`src/rtl/wishbone_mst_std_cmd.sv`:
```
// Wishbone classic master: turns a valid/ready command stream into single bus
// cycles with RTY re-issue, ERR/timeout abort and one response per command.
module wishbone_mst_std_cmd #(
    parameter int p_DATA_WIDTH = 32,
    parameter int p_ADDR_WIDTH = 5,
    parameter int p_TIMEOUT    = 15,
    parameter int p_MAX_RETRY  = 3
) (
    input  logic                    i_CLK_I,
    input  logic                    i_RST_I,
    input  logic                    i_CMD_VALID,
    output logic                    o_CMD_READY,
    input  logic                    i_CMD_WE,
    input  logic [p_ADDR_WIDTH-1:0] i_CMD_ADR,
    input  logic [p_DATA_WIDTH-1:0] i_CMD_DAT,
    input  logic [p_DATA_WIDTH-1:0] i_CMD_SEL,
    input  logic [p_DATA_WIDTH-1:0] i_CMD_TAG,
    output logic                    o_RSP_VALID,
    output logic [p_DATA_WIDTH-1:0] o_RSP_DAT,
    output logic [1:0]              o_RSP_STS,
    output logic [p_DATA_WIDTH-1:0] o_RSP_TAG,
    output logic                    o_CYC_O,
    output logic                    o_STB_O,
    output logic                    o_WE_O,
    output logic [p_ADDR_WIDTH-1:0] o_ADR_O,
    output logic [p_DATA_WIDTH-1:0] o_DAT_O,
    output logic [p_DATA_WIDTH-1:0] o_SEL_O,
    output logic [p_DATA_WIDTH-1:0] o_TAGN_O,
    input  logic [p_DATA_WIDTH-1:0] i_DAT_I,
    input  logic [p_DATA_WIDTH-1:0] i_TAGN_I,
    input  logic                    i_ACK_I,
    input  logic                    i_ERR_I,
    input  logic                    i_RTY_I
);

    localparam int TW = $clog2(p_TIMEOUT + 1);
    localparam int RW = (p_MAX_RETRY > 0) ? $clog2(p_MAX_RETRY + 1) : 1;

    localparam logic [1:0] STS_OK  = 2'b00;
    localparam logic [1:0] STS_ERR = 2'b01;
    localparam logic [1:0] STS_TMO = 2'b10;
    localparam logic [1:0] STS_RTY = 2'b11;

    typedef enum logic [1:0] {IDLE, BUS, GAP} state_t;

    state_t            state, state_nxt;
    logic [TW-1:0]     tmo_cnt;
    logic [RW-1:0]     rty_cnt;
    logic              retry_pend;

    logic              accept, in_bus;
    logic              t_err, t_rty, t_ack, t_tmo;
    logic              retry, give_up, respond;

    logic [1:0]              sts_d;
    logic [p_DATA_WIDTH-1:0] dat_d, tag_d;
    logic                    ready_d, cyc_d;

    // Termination decode, priority ERR > RTY > ACK > timeout.
    assign accept  = (state == IDLE) && o_CMD_READY && i_CMD_VALID;
    assign in_bus  = (state == BUS);
    assign t_err   = in_bus && i_ERR_I;
    assign t_rty   = in_bus && !i_ERR_I && i_RTY_I;
    assign t_ack   = in_bus && !i_ERR_I && !i_RTY_I && i_ACK_I;
    assign t_tmo   = in_bus && !i_ERR_I && !i_RTY_I && !i_ACK_I &&
                     (tmo_cnt == TW'(p_TIMEOUT - 1));
    assign retry   = t_rty && (rty_cnt < RW'(p_MAX_RETRY));
    assign give_up = t_rty && !retry;
    assign respond = t_err || t_ack || give_up || t_tmo;

    always_ff @(posedge i_CLK_I or negedge i_RST_I) begin
        if (!i_RST_I) state <= IDLE;
        else          state <= state_nxt;
    end

    always_comb begin
        state_nxt = state;
        case (state)
            IDLE:    if (accept) state_nxt = BUS;
            BUS:     if (respond || retry) state_nxt = GAP;
            GAP:     state_nxt = retry_pend ? BUS : IDLE;
            default: state_nxt = IDLE;
        endcase
    end

    always_comb begin
        ready_d = (state_nxt == IDLE);
        cyc_d   = (state_nxt == BUS);
        sts_d   = STS_OK;
        if (t_err)        sts_d = STS_ERR;
        else if (give_up) sts_d = STS_RTY;
        else if (t_tmo)   sts_d = STS_TMO;
        dat_d   = (t_ack && !o_WE_O) ? i_DAT_I : '0;
        tag_d   = t_ack ? i_TAGN_I : '0;
    end

    always_ff @(posedge i_CLK_I or negedge i_RST_I) begin
        if (!i_RST_I) begin
            o_CMD_READY <= 1'b0;
            o_CYC_O     <= 1'b0;
            o_STB_O     <= 1'b0;
            o_WE_O      <= 1'b0;
            o_ADR_O     <= '0;
            o_DAT_O     <= '0;
            o_SEL_O     <= '0;
            o_TAGN_O    <= '0;
            o_RSP_VALID <= 1'b0;
            o_RSP_DAT   <= '0;
            o_RSP_STS   <= '0;
            o_RSP_TAG   <= '0;
            tmo_cnt     <= '0;
            rty_cnt     <= '0;
            retry_pend  <= 1'b0;
        end else begin
            o_CMD_READY <= ready_d;
            o_CYC_O     <= cyc_d;
            o_STB_O     <= cyc_d;
            o_RSP_VALID <= respond;
            if (respond) begin
                o_RSP_STS <= sts_d;
                o_RSP_DAT <= dat_d;
                o_RSP_TAG <= tag_d;
            end
            // Bus fields are captured once per command and held through retries.
            if (accept) begin
                o_WE_O   <= i_CMD_WE;
                o_ADR_O  <= i_CMD_ADR;
                o_DAT_O  <= i_CMD_DAT;
                o_SEL_O  <= i_CMD_SEL;
                o_TAGN_O <= i_CMD_TAG;
                rty_cnt  <= '0;
            end else if (retry) begin
                rty_cnt  <= rty_cnt + RW'(1);
            end
            if (retry)
                retry_pend <= 1'b1;
            else if (state == GAP || accept)
                retry_pend <= 1'b0;
            // Cleared on every entry to BUS, counts only while staying there.
            if (in_bus && state_nxt == BUS) begin
                if (tmo_cnt != TW'(p_TIMEOUT)) tmo_cnt <= tmo_cnt + TW'(1);
            end else begin
                tmo_cnt <= '0;
            end
        end
    end

endmodule
```
`config.mk`:
```
export PLATFORM = sky130hd
export DESIGN_NAME = wishbone_mst_std_cmd
export DESIGN_NICKNAME = d
export VERILOG_FILES = /design/src/rtl/wishbone_mst_std_cmd.sv
export SDC_FILE = /design/constraint.sdc
export NUM_CORES = 1
export LEC_CHECK = 0
export CAP_MARGIN = 30
export CORE_AREA = 2 2 133 135
export DETAILED_ROUTE_END_ITERATION = 10
export DIE_AREA = 0 0 135 137
export PLACE_DENSITY = 0.85
export SYNTH_ARGS = -nofsm -noshare
export SYNTH_HDL_FRONTEND = slang
export SYNTH_SLANG_ARGS = --single-unit
```
`constraint.sdc`:
```
create_clock -name i_CLK_I -period 3.6 [get_ports i_CLK_I]
set_input_delay 0.72 -clock i_CLK_I [delete_from_list [all_inputs] [get_ports i_CLK_I]]
set_output_delay 0.72 -clock i_CLK_I [all_outputs]
set_load 0.02 [all_outputs]
```
Word-level counts from Yosys, hierarchy flattened
Index checks and enable logic that the tools add are counted.
- register bits: 180
- bits of input ports: 172
- output and inout bits: 172
- word-level logic and storage cells: 66
- add/subtract/negate cells: 2
- $lt $le $gt $ge: 1
- eq/ne operators: 6
- multiplexer cells: 15
- reductions and logical operators: 27
- operators by type and width (cell ; number):
    32-bit 2-to-1 mux ; 2
    2-bit 2-to-1 mux ; 7
    1-bit logical AND ; 13
    4-bit 2-to-1 mux ; 2
    2-bit case mux with 3 select lines ; 1
    1-bit zero test ; 5
    1-bit logical OR ; 5
    4-bit by 1-bit adder with 4-bit output, second input constant ; 1
    2-bit by 1-bit equality test with 1-bit output, second input constant ; 2
    4-bit equality test, second input constant ; 1
    2-bit zero test ; 2
    4-bit inequality test, second input constant ; 1
    2-bit nonzero test ; 2
    1-bit 2-to-1 mux ; 3
    2-bit by 1-bit adder with 2-bit output, second input constant ; 1
    2-bit equality test, second input constant ; 1
    2-bit < comparator, second input constant ; 1
    2-bit by 1-bit inequality test with 1-bit output, second input constant ; 1

Depth between registers and ports, before layout
Gate-level depths: netlist (run 1).
- word-level depth: 14
- depth in mapped cells: 7
- mapped depth without buffers: 5

Worst setup path after synthesis (run 1)
OpenSTA, ideal clock, no wires.
- path type: input-to-reg
- start: input i_ERR_I
- end: register o_RSP_DAT[10]
- setup time: 0.066 ns
- data arrival time: 1.915 ns
- required time: 3.534 ns
- setup slack: 1.619 ns
- stages: 5
- path buffers: 2
- cell sequence: buf_2 > or4b_4 > nor3_4 > buf_6 > a22o_1
- cells in the longest elaborated chain, start to end: 8
- elaborated cells between the ends (all ways): 16
- those cells by class: mux: 1; reduce/logical: 15
- ends and longest elaborated chain (element ; RTL line ; source):
    from (decl) ; 32 ; input logic i_ERR_I,
    1-bit zero test ; 63, 64, 65 ;
    1-bit logical AND ; 63, 64, 65 ;
    1-bit logical AND ; 63 ; assign t_rty = in_bus && !i_ERR_I && i_RTY_I;
    1-bit logical AND ; 67 ; assign retry = t_rty && (rty_cnt < RW'(p_MAX_RETRY));
    1-bit zero test ; 68 ; assign give_up = t_rty && !retry;
    1-bit logical AND ; 68 ;
    1-bit logical OR (2 in series) ; 69 ; assign respond = t_err || t_ack || give_up || t_tmo;
    to (signal assigned) ; 121 ; o_RSP_DAT <= dat_d;
    to (decl) ; 19 ; output logic [p_DATA_WIDTH-1:0] o_RSP_DAT,
Parallel ways exist; a longest one is shown, timed or not.
A chain may end at the register's enable or synchronous reset.

Final worst setup path (run 1)
- start: input i_ERR_I
- end: register o_RSP_TAG[30]
- cells in the longest elaborated chain, start to end: 8
- elaborated cells between the ends (all ways): 15
- those cells by class: mux: 1; reduce/logical: 14
- ends and longest elaborated chain (element ; RTL line ; source):
    1-bit zero test ; 63, 64, 65 ;
    1-bit logical AND ; 63, 64, 65 ;
    1-bit logical AND ; 63 ;
    1-bit logical AND ; 67 ;
    1-bit zero test ; 68 ;
    1-bit logical AND ; 68 ;
    1-bit logical OR (2 in series) ; 69 ;
    to (signal assigned) ; 122 ; o_RSP_TAG <= tag_d;
    to (decl) ; 21 ; output logic [p_DATA_WIDTH-1:0] o_RSP_TAG,
Parallel ways exist; a longest one is shown, timed or not.

==> results of run 1 <==
## flip-flops by register name, summed over array words and instances (netlist names)
name / flops
o_DAT_O: 32
o_RSP_DAT: 32
o_RSP_TAG: 32
o_SEL_O: 32
o_TAGN_O: 32
o_ADR_O: 5
tmo_cnt: 4
o_RSP_STS: 2
rty_cnt: 2
state: 2
o_CMD_READY: 1
o_RSP_VALID: 1
o_STB_O: 1
o_WE_O: 1
retry_pend: 1
## critical path, stage by stage
cell and delay [ns]:
clkdlybuf4s50_1 0.57, a21o_1 0.25, a22oi_2 0.17, buf_4 0.57, a22o_1 0.27
## worst max path at each step
stage               endpoint  slack, ns         from
6_report       o_RSP_TAG[30]       1.36      i_ERR_I
5_1_grt         o_TAGN_O[22]       1.26  i_CMD_VALID
4_1_cts         o_RSP_DAT[3]       1.37      i_ERR_I
3_5_place_dp    o_RSP_DAT[3]       0.92      i_ERR_I
3_3_place_gp    o_TAGN_O[22]       0.95  i_CMD_VALID
2_1_floorplan  o_RSP_DAT[10]       1.62      i_ERR_I
## final cells by class
cell class / instances / area (um^2)
fill: 1303 / 6000
sequential: 180 / 4500
timing repair buffer: 354 / 3550
multi-input combinational: 220 / 2090
clock buffer: 19 / 433
tap: 225 / 282
clock inverter: 13 / 173
inverter: 4 / 15.0
## kinds of logic (layout without fill, tap and decap cells)
logic type | after synthesis | count (layout)
flip-flops | 180 | 180
AND/OR/NAND/NOR | 28 | 28
AO/OA/AOI/OAI | 86 | 86
adder cells (fa/ha/maj) | 3 | 3
buffers and inverters | 33 | 390
XOR/XNOR | 1 | 1
multiplexers | 102 | 102
## through the flow
stage               power [mW]  utilization  setup slack [ns]  instance area (um^2)  cells
floorplan                 5.88            -              1.62                  6760    433
global placement          8.19        0.612             0.953                 10400    983
detailed placement        8.32        0.612             0.925                 10400    983
CTS                       10.3        0.648              1.37                 11100   1015
global route              10.7        0.648              1.26                 11100   1015
finish                    10.2        0.648              1.36                 11100   1015
## layer usage
| metal | share of wire | vias up | global-route usage |
|---|---|---|---|
| li1 | - | 2282 | - |
| met1 | 0.39 | 2524 | 0.225 |
| met2 | 0.51 | 209 | 0.331 |
| met3 | 0.075 | 37 | 0.0622 |
| met4 | 0.025 | 0 | 0.0683 |
| met5 | 0 | - | 0 |
## cell usage in the layout, fill, tap and decap left out, drive strengths merged
cell | Yosys | layout
a211oi | 1 | 1
a21o | 1 | 1
a21oi | 5 | 5
a22o | 65 | 65
a22oi | 1 | 1
a31o | 1 | 1
a31oi | 3 | 3
a32oi | 1 | 1
buf | 27 | 12
bufinv | 0 | 3
clkbuf | 2 | 19
clkdlybuf4s50 | 0 | 342
clkinv | 0 | 3
clkinvlp | 0 | 3
dfrtp | 180 | 180
ha | 3 | 3
inv | 4 | 8
mux2 | 102 | 102
nand2 | 5 | 5
nand2b | 1 | 1
nand3 | 4 | 4
nand3b | 1 | 1
nor2 | 6 | 6
nor2b | 1 | 1
nor3 | 4 | 4
nor3b | 1 | 1
nor4b | 1 | 1
o21a | 1 | 1
o21ai | 4 | 4
o31ai | 3 | 3
or4 | 2 | 2
or4b | 2 | 2
xnor2 | 1 | 1
## power by group through the flow
stage | Combinational (mW) | Sequential [mW] | Clock [mW]
6_report | 4.79 | 3.46 | 1.91
5_1_grt | 5.03 | 3.58 | 2.05
4_1_cts | 4.84 | 3.47 | 1.96
3_5_place_dp | 4.82 | 3.50 | 0
3_3_place_gp | 4.74 | 3.45 | 0
2_1_floorplan | 1.37 | 4.51 | 0
==> results.cfg, run 1 <==
[run_status]
status = finished, final reports clean

[routing]
wl_per_cell_um = 17.9
wirelength_um = 18200
dr.first_iter.drc_count = 179
num_vias = 5052
via_per_inst = 4.98
antenna_left = 0
drtPass1Iterations = 4
drc = 0

[synthesis]
async_reset_ff_frac = 1.00
yosysTopAreaCell = dfrtp_1
syn-num-nets = 608
synth_xor_area_frac = 0.00130
synth_area_per_cell_um2 = 15.6
ys_seq_area_frac = 0.666
ys_types = 35
synth_ff_type = dfrtp_1
synth_commonest_cells = dfrtp_1 (180), mux2_2 (102), a22o_1 (65)
synth-compound-area-share = 0.104
yosys_warnings = 0
synthAdderAreaFrac = 0.00555
synth_top_family_by_area = multiplexers
syn_area_um2 = 6760
syn_inst = 433
ys_ff_latch = 180
muxShareOfSynthArea = 0.170
yosys.area_share.simple = 0.0268
synth.top_cells.by_area = dfrtp_1 (67%), mux2_2 (17%), a22o_1 (8.4%)
synth_top_area_frac = 0.666
synth_edf_count = 0
synth_most_common_cell = dfrtp_1

[grt]
antenna_found_initial = 0
grt_pass1_wl_um = 27500
gr-usage-all-layers = 0.192
grt_max_degree = 88
grt_pass1_vias = 5236
grt.overflow.total = 0

[setup_path]
r2r_cells = 6
worstSetupPathType = primary input to flip-flop
timing.rr.end = o_RSP_TAG[30]
cp_max_fo = 65
start_kind = primary input
crit_path_end_kind = flip-flop
reg2reg_from = tmo_cnt[0]
critPathRequiredTime_ns = 3.94
cp.arrival_ns = 2.59
ff2ff_setup_slack_ns = 1.54

[sta]
clock-skew-final_ns = 0.00765
fin_setup_tns_ns = 0
holdWs_ns = 0.271
rsz0062_at_grt = false
final-hold-violation-count = 0
fmax_mhz = 446
tightest_slew_ns = 0.703
finalMaxSlewViolations = 0
setup_viol = 0
fin_crit_sh = 0.623
relSlewSlack = 0.531
period_minus_slack_ns = 2.24

[power_and_ir_drop]
p_switching_mw = 3.53
p_comb_frac = 0.472
switching_share = 0.347
clkPwrFrac = 0.188
power_density_nw_per_um2 = 919
seqPwrFrac = 0.340
p_leak_nw = 4.66
p_int_mw = 6.63
irDropWorstVdd_mv = 0.479

[clocking]
cts_setup_buffers = 0
clock_sinks = 180
cts_tree = yes
cts_buffer_depth = 2
cts_buffers = 17
ctsResizeCount = 0
root_buffer = clkbuf_16
htree_levels = 4
cts.reportedPaths.clkPinSlew_ns = 0.07
hold_buffers = 0
clkLatencyLatePin_ns = 0.42

[floorplan]
initial_core_util = 0.396
rows = 48
fp.dieW_um = 135
fp.dieH_um = 137
core_um2 = 17100
design.die.area_um2 = 18500
ioPinCount = 344

[cells_and_area]
antennaDiodeCount = 0
fin_nets = 952
drive_above_1_share = 0.192
syn2layout_area_growth_pct = 63.4

[hold_path]
hp-class = primary input to asynchronous set/reset pin

[placed_design]
gp_congestion = 0.760
post-dp-hpwl_um = 13400
port_buffers = 343

[run]
maxCapViolCount = 0
(Power assumes the default switching activity.)
==> inputs of run 2 (changes only) <==
- CORE_AREA: 2 2 133 135 -> default
- CORE_UTILIZATION: default -> 36
- DIE_AREA: 0 0 135 137 -> default
- PLACE_DENSITY: 0.85 -> 0.81
- clock period: 3.6 -> 1.85 ns (I/O delays scaled with it)
==> results.cfg, run 2 (same netlist as run 1, synthesis figures left out) <==
[cells_and_area]
final_util = 0.624
fin_area_um2 = 11400
layout_commonest_cell = clkdlybuf4s50_1
drive_above_1_share = 0.218
multiInputGateArea_um2 = 2100
fin_nets = 975
syn2layout_area_growth_pct = 68.0
seqCellArea_um2 = 4510
antennaDiodeCount = 0
layout_common_cells = clkdlybuf4s50_1 (340), dfrtp_1 (179), mux2_2 (102), a22o_1 (65), buf_4 (20)
fillers = 1403

[power_and_ir_drop]
p_leak_nw = 4.82
irDropWorstVdd_mv = 1.03
power_density_nw_per_um2 = 1760

[grt]
grt.overflow.total = 0
antenna_found_initial = 0
grt_pass1_vias = 5469
gr-usage-all-layers = 0.194
grt_pass1_wl_um = 29200
grt_max_degree = 59

[routing]
dr.first_iter.drc_count = 184
wirelength_um = 18400
antenna_left = 0
drc = 25
wl_per_cell_um = 17.6
drtPass1Iterations = 9
via_per_inst = 4.87
num_vias = 5070

[hold_path]
hp-class = primary input to asynchronous set/reset pin

[placed_design]
post_dp_cell_area_um2 = 10700
post-dp-hpwl_um = 13600
port_buffers = 343
gp_congestion = 0.759

[setup_path]
r2r_cells = 4
worstSetupPathType = flip-flop to primary output
cp.arrival_ns = 1.43
critPathSlowestCell = clkdlybuf4s50_1
cp.depth = 1
crit_path_end_kind = primary output
cp_max_fo = 2
path_cells = clkdlybuf4s50_1
cpPeakStageDelay_ns = 0.64
reg2reg_from = state[1]
timing.rr.end = o_RSP_DAT[13]
crit_start = o_RSP_TAG[15]
cp_num_buf_inv = 1
crit_family = buffers and inverters
critPathRequiredTime_ns = 1.48
start_kind = flip-flop
ff2ff_setup_slack_ns = 0.10

[sta]
fin_setup_tns_ns = 0
fmax_mhz = 557
setup_viol = 0
holdWs_ns = 0.452
relSlewSlack = 0.672
period_minus_slack_ns = 1.80
clock-skew-final_ns = 0.00945
final-hold-violation-count = 0
rsz0062_at_grt = false
fin_crit_sh = 0.971
tightest_slew_ns = 0.492
finalMaxSlewViolations = 0

[floorplan]
initial_core_util = 0.371
fp.dieH_um = 139
fp.dieW_um = 139
rows = 49
core_um2 = 18200
design.die.area_um2 = 19300
ioPinCount = 344

[clocking]
cts_tree = yes
root_buffer = clkbuf_16
clkLatencyLatePin_ns = 0.42
cts_buffer_depth = 2
cts.reportedPaths.clkPinSlew_ns = 0.07
clock_sinks = 180
htree_levels = 4
cts_buffers = 17

[run]
maxCapViolCount = 0

[run_status]
status = finished with violations
violations = design-rule violations
run 2: cell types whose count changed in the layout (fill, tap and decap cells not counted), sizes merged, moves of 2 or more:
cell / previous run / this run
bufinv: 3 / 1
buf: 12 / 33
inv: 8 / 12
clkinvlp: 3 / 1
clkdlybuf4s50: 342 / 340
run 2: cell type report:
| class | count | share of cell area |
|---|---|---|
| repair buffers | 377 | 0.339 |
| multi-input cells | 220 | 0.185 |
| flip-flops and latches | 180 | 0.397 |
| clock inverters | 14 | 0.0141 |
| clock buffers | 18 | 0.0387 |
| well taps | 229 | 0.0252 |
| inverters | 4 | 0.00132 |
run 2: report_power, final:
group          internal (mW)  switching, mW  leakage (nW)  total, mW
Combinational           5.30           4.37          2.27       9.68
Sequential              5.72          0.980          2.26       6.70
Clock                   1.97           1.66         0.293       3.63
run 2: routing by layer:
| metal | share of wire | GRT usage | vias up |
|---|---|---|---|
| met5 | 0 | 0 | - |
| met4 | 0.024 | 0.0760 | 0 |
| met3 | 0.063 | 0.0490 | 29 |
| met2 | 0.52 | 0.341 | 191 |
| met1 | 0.39 | 0.227 | 2527 |
| li1 | - | - | 2323 |
run 2: how the worst max path moves through the flow:
| stage | to |
|---|---|
| 6_report | o_RSP_TAG[15] |
| 5_1_grt | o_RSP_DAT[22] |
| 4_1_cts | o_DAT_O[10] |
| 3_5_place_dp | o_RSP_DAT[10] |
| 3_3_place_gp | o_RSP_DAT[7] |
| 2_1_floorplan | o_RSP_DAT[0] |
run 2: per-stage QoR:
| step | std cells | power [mW] | worst slack, ns |
|---|---|---|---|
| 4_1_cts | 1039 | 20.2 | 0.0188 |
| 5_1_grt | 1042 | 21.0 | 0.000651 |
| 2_1_floorplan | 433 | 11.4 | 0.188 |
| 3_5_place_dp | 1006 | 16.5 | -0.188 |
| 3_3_place_gp | 1006 | 16.2 | -0.145 |
| 6_report | 1042 | 20.0 | 0.0540 |
run 2: what timing repair did:
item                                    CTS  global route
gates cloned                              0             1
pin swaps                                 0             1
hold buffers                              1             0
buffers inserted                          0             2
endpoints found under the hold margin    40             0
gates resized for setup                   1             5
endpoints found under the setup margin    1            59
